===== config.mk =====
export PLATFORM = sky130hd
export DESIGN_NAME = cpu_io_bridge
export DESIGN_NICKNAME = d
export VERILOG_FILES = /design/src/rtl/cpu_io_bridge.sv
export SDC_FILE = /design/constraint.sdc
export NUM_CORES = 1
export LEC_CHECK = 0
export ABC_AREA = 1
export CAP_MARGIN = 30
export CORE_MARGIN = 4
export CORE_UTILIZATION = 29
export DETAILED_ROUTE_END_ITERATION = 10
export PLACE_DENSITY = 0.56
export SLEW_MARGIN = 20
export SYNTH_ARGS = -nofsm -noshare
export SYNTH_HDL_FRONTEND = slang
export SYNTH_SLANG_ARGS = --single-unit

===== constraint.sdc =====
create_clock -name clk -period 2.2 [get_ports clk]
set_input_delay 0.22 -clock clk [delete_from_list [all_inputs] [get_ports clk]]
set_output_delay 0.22 -clock clk [all_outputs]
set_load 0.01 [all_outputs]

===== src/rtl/cpu_io_bridge.sv =====
// Purpose: device-side endpoint of the CPU IN/OUT port pair. It holds one
//   input FIFO (host to CPU) and one output FIFO (CPU to host).
// Latency: a word written at edge N appears at the FIFO head from N+1. There
//   is no same-cycle fall-through.
// Backpressure: host_in_ready is low while the input FIFO is full. A CPU OUT
//   into a full output FIFO with no drain in the same cycle is dropped and
//   flagged.
// Ports:
//   clk, rst                        clock and synchronous active-high reset
//   host_in_*                       host push side of the input FIFO (valid/ready)
//   cpu_in, cpu_in_valid, cpu_in_rd CPU IN port; cpu_in_rd is a one-cycle pulse
//   cpu_out_data, cpu_out_we        CPU OUT port; cpu_out_we is a one-cycle pulse
//   host_out_*                      host drain side of the output FIFO (valid/ready)
//   clr_err, err_underflow/overflow sticky error flags and their clear
//   in_count, out_count             FIFO occupancy
module cpu_io_bridge #(
  parameter int DATA_WIDTH = 16,
  parameter int DEPTH      = 4,
  parameter int CNT_WIDTH  = $clog2(DEPTH) + 1
) (
  input  logic                  clk,
  input  logic                  rst,
  input  logic [DATA_WIDTH-1:0] host_in_data,
  input  logic                  host_in_valid,
  output logic                  host_in_ready,
  output logic [DATA_WIDTH-1:0] cpu_in,
  output logic                  cpu_in_valid,
  input  logic                  cpu_in_rd,
  input  logic [DATA_WIDTH-1:0] cpu_out_data,
  input  logic                  cpu_out_we,
  output logic [DATA_WIDTH-1:0] host_out_data,
  output logic                  host_out_valid,
  input  logic                  host_out_ready,
  input  logic                  clr_err,
  output logic                  err_underflow,
  output logic                  err_overflow,
  output logic [CNT_WIDTH-1:0]  in_count,
  output logic [CNT_WIDTH-1:0]  out_count
);

  localparam int PTR_W = $clog2(DEPTH);
  localparam logic [CNT_WIDTH-1:0] FULL_CNT = CNT_WIDTH'(DEPTH);
  localparam logic [CNT_WIDTH-1:0] CNT_ONE  = CNT_WIDTH'(1);
  localparam logic [PTR_W-1:0]     PTR_ONE  = PTR_W'(1);

  logic [DATA_WIDTH-1:0] in_mem_q  [0:DEPTH-1];
  logic [DATA_WIDTH-1:0] out_mem_q [0:DEPTH-1];
  logic [PTR_W-1:0]      in_wp_q, in_rp_q, out_wp_q, out_rp_q;
  logic [CNT_WIDTH-1:0]  in_cnt_q, in_cnt_d, out_cnt_q, out_cnt_d;
  logic [DATA_WIDTH-1:0] hold_q;
  logic                  err_unf_q, err_unf_d, err_ovf_q, err_ovf_d;

  logic in_full, in_empty, in_push, in_pop, unf_set;
  logic out_full, out_empty, out_push, out_drain, ovf_set;

  always_comb begin
    in_full   = (in_cnt_q == FULL_CNT);
    in_empty  = (in_cnt_q == '0);
    in_push   = host_in_valid && !in_full;
    in_pop    = cpu_in_rd && !in_empty;
    unf_set   = cpu_in_rd && in_empty;

    out_full  = (out_cnt_q == FULL_CNT);
    out_empty = (out_cnt_q == '0);
    out_drain = !out_empty && host_out_ready;
    // A full FIFO still takes a word when the head leaves in the same cycle.
    out_push  = cpu_out_we && (!out_full || out_drain);
    ovf_set   = cpu_out_we && !out_push;

    in_cnt_d = in_cnt_q;
    case ({in_push, in_pop})
      2'b10:   in_cnt_d = in_cnt_q + CNT_ONE;
      2'b01:   in_cnt_d = in_cnt_q - CNT_ONE;
      default: in_cnt_d = in_cnt_q;
    endcase

    out_cnt_d = out_cnt_q;
    case ({out_push, out_drain})
      2'b10:   out_cnt_d = out_cnt_q + CNT_ONE;
      2'b01:   out_cnt_d = out_cnt_q - CNT_ONE;
      default: out_cnt_d = out_cnt_q;
    endcase

    // A new error event wins over a clear in the same cycle.
    err_unf_d = unf_set || (err_unf_q && !clr_err);
    err_ovf_d = ovf_set || (err_ovf_q && !clr_err);
  end

  // Storage is not reset; emptiness is tracked by the counts alone.
  always_ff @(posedge clk) begin
    if (!rst && in_push)  in_mem_q[in_wp_q]   <= host_in_data;
    if (!rst && out_push) out_mem_q[out_wp_q] <= cpu_out_data;
  end

  always_ff @(posedge clk) begin
    if (rst) begin
      in_wp_q   <= '0;
      in_rp_q   <= '0;
      in_cnt_q  <= '0;
      out_wp_q  <= '0;
      out_rp_q  <= '0;
      out_cnt_q <= '0;
      hold_q    <= '0;
      err_unf_q <= 1'b0;
      err_ovf_q <= 1'b0;
    end else begin
      if (in_push)   in_wp_q  <= in_wp_q + PTR_ONE;
      if (in_pop) begin
        in_rp_q <= in_rp_q + PTR_ONE;
        hold_q  <= in_mem_q[in_rp_q];
      end
      if (out_push)  out_wp_q <= out_wp_q + PTR_ONE;
      if (out_drain) out_rp_q <= out_rp_q + PTR_ONE;
      in_cnt_q  <= in_cnt_d;
      out_cnt_q <= out_cnt_d;
      err_unf_q <= err_unf_d;
      err_ovf_q <= err_ovf_d;
    end
  end

  // All status outputs come from registered counts, never from same-cycle
  // valid/ready inputs.
  assign host_in_ready  = !in_full;
  assign cpu_in_valid   = !in_empty;
  assign cpu_in         = in_empty ? hold_q : in_mem_q[in_rp_q];
  assign host_out_valid = !out_empty;
  assign host_out_data  = out_empty ? '0 : out_mem_q[out_rp_q];
  assign err_underflow  = err_unf_q;
  assign err_overflow   = err_ovf_q;
  assign in_count       = in_cnt_q;
  assign out_count      = out_cnt_q;

endmodule


==> results.sh <==
export IMPL_syn_nets=618
export IMPL_fin_crit_ps=2063
export IMPL_setup_viol=0
export IMPL_place_congestion=0.7499
export IMPL_wl_met3_um=737
export IMPL_via_per_inst=4.493
export IMPL_dp_hpwl_mm=9.426
export IMPL_pre_cts_ws_ps=154.3
export IMPL_grt_overflow_total=0
export IMPL_leakagePower_uw=0.003165
export IMPL_critPathLaunchType="register"
export IMPL_relSlewSlack_pct=77.70
export IMPL_cts_hold_buf=0
export IMPL_fin_util_pct=38.70
export IMPL_syn_area_um2=6588
export IMPL_core_area_um2=22090
export IMPL_synthArstFlopShare_pct=0
export IMPL_clk_latency_ps=410
export IMPL_antenna_found_initial=0
export IMPL_drt_met1_wl_mm=6.710
export IMPL_syn_inst=568
export IMPL_io_pins=82
export IMPL_synth_edf_count=128
export IMPL_std_cell_rows=54
export IMPL_die_w_um=158.7
export IMPL_tns_ps=0
export IMPL_cts_clk_slew_worst_paths_ps=70
export IMPL_required_ps=1980
export IMPL_criticalPathCategory="reg2out"
export IMPL_hold_violations=0
export IMPL_worst_pin_slew_ps=334.5
export IMPL_syn_to_final_growth_pct=29.78
export IMPL_grt_usage_pct=11.58
export IMPL_drtIter0Drc=242
export IMPL_maxCapViolCount=0
export IMPL_top_layer_used="met4"
export IMPL_p_total_uw=9679
export IMPL_grt_max_degree=37
export IMPL_dieHeight_um=158.7
export IMPL_cts_root_buf="clkbuf_16"
export IMPL_fin_hold_ws_ps=426.0
export IMPL_synth_warnings=0
export IMPL_nets=722
export IMPL_htree_levels=4
export IMPL_setup_worst_path_end_class="output pin"
export IMPL_crit_fanout=17
export IMPL_die_area_um2=25190
export IMPL_diodes=0
export IMPL_status="completed"
export IMPL_drcViolationCount=0
export IMPL_peakVddDrop_mv=0.7054
export IMPL_synth_common_cells="nor2_1, edfxtp_1, o21ai_0"
export IMPL_drv_slew=0
export IMPL_synth_most_common_cell="nor2_1"
export IMPL_yosysUniqueCellTypes=27
export IMPL_layout_drive_gt1_share_pct=11.82
export IMPL_numCtsBuffers=17
export IMPL_drt_first_pass_iters=4
export IMPL_ys_ff_latch=164
export IMPL_routed_wl_mm=14.31
export IMPL_hp_class="in2reg"
export IMPL_grt_pass1_wl_mm=23.04
export IMPL_yosysTopAreaCellShare_pct=58.35
export IMPL_fin_crit_sh_pct=93.76
export IMPL_cts_tree="built"
export IMPL_clkSinkCount=164
export IMPL_final_antenna_net_count=0
export IMPL_synth_seq_area_share_pct=69.29
export IMPL_start_util_pct=29.82
export IMPL_rsz0062_at_grt="false"
export IMPL_cp_data_arrival_time_ps=1840
export IMPL_skew_ps=6.755
export IMPL_post_drt_wl_per_cell_um=14.82
export IMPL_ys_flop_type="edfxtp_1"
export IMPL_clockBufferDepth=2
export IMPL_grt_pass1_vias=4283
export IMPL_wl_met2_mm=6.727
export IMPL_clock_fmax_mhz=484.8
export IMPL_synth_area_per_cell_um2=11.60
export IMPL_setup_ws_ps=137.3
export IMPL_port_buffers=81
export IMPL_power_density_nw_per_um2=1132
export IMPL_yosysTopAreaCell="edfxtp_1"
export IMPL_synth_area_leaders="edfxtp_1, dfxtp_1, nor2_1"
export IMPL_vias=4336
==> cell families (layout without fill, tap and decap cells) <==
logic type	count (synthesis)	after routing	synth area share (%)
adders and majority gates	11	11	2.317
and+or+nand+nor	158	158	9.801
DFF	164	164	69.29
AOI/OAI and AO/OA	170	170	14.21
buffers and inverters	65	182	4.388
==> repair_timing <==
action	4_1_cts	5_1_grt
setup buffers	2	0
endpoints found under the setup margin	32	6
pin swaps	1	0
resized for setup	38	6
==> layout by cell type, fill, tap and decap left out, drive strengths merged <==
master and n:
nor2 135, edfxtp 128, o21ai 90, a21oi 62, clkdlybuf4s50 49, inv 43
dfxtp 36, buf 32, dlygate4sd2 26, clkbuf 18, o22a 16, nand2 14
ha 9, dlymetal6s2s 6, nand3 4, clkinvlp 3, clkinv 3, nand4 2
o22ai 2, fa 2, bufinv 2, or2 1, and3 1, and2 1
==> path summary, 6_finish.rpt <==
check,start,to,slack [ps],depth (start not counted)
setup / recovery,register,cpu_in[12],140,7
hold / removal,rst,err_overflow$_SDFF_PP0_,430,2
setup reg to reg,in_count[0]$_SDFFE_PP0P_,in_count[2]$_SDFFE_PP0P_,220,10
hold reg to reg,in_rp_q[1]$_SDFFE_PP0P_,in_rp_q[1]$_SDFFE_PP0P_,480,2
==> stage by stage <==
step,cells,cell area [um2]
3_5_place_dp,931,7924
2_1_floorplan,568,6588
4_1_cts,965,8534
3_3_place_gp,931,7924
5_1_grt,965,8549
6_report,965,8549
==> report_power, final <==
part / leakage [uW] / total (uW) / internal, uW / switching [uW]
sequential: 0.00146 / 3770 / 3630 / 139
clock: 0.000285 / 2990 / 1710 / 1280
combinational: 0.00142 / 2920 / 1260 / 1660
total: 0.00317 / 9680 / 6600 / 3080
==> worst max-delay path, cell delays in order, from the launching register on <==
cell,delay (ps)
dfxtp_1,320
buf_12,150
inv_2,70
buf_4,140
o21ai_1,70
o22a_1,210
a21oi_1,160
dlygate4sd2_1,300
==> sequential cells by signal, indices dropped and copies added, names as in the netlist, named ones only <==
register,cells
err_underflow,1
in_mem_q,64
out_count,3
in_wp_q,2
out_mem_q,64
in_rp_q,2
hold_q,16
in_count,3
err_overflow,1
out_wp_q,2
out_rp_q,2
==> final cells by class <==
class	count	area, um2
Multi-Input combinational cell	339	1742
Inverter	37	142.6
Fill cell	2109	13540
Sequential cell	164	4569
Timing Repair Buffer	113	1149
Clock buffer	18	429.2
Clock inverter	14	167.7
Tap cell	280	350.3
==> per-layer routing <==
layer  track usage (%)  vias to the layer above
met5                 0                        -
met4             3.274                        0
met3             3.603                       10
met2             18.79                       96
met1             15.07                     2024
li1                  -                     2206
Power figures use the tool's default switching activity.
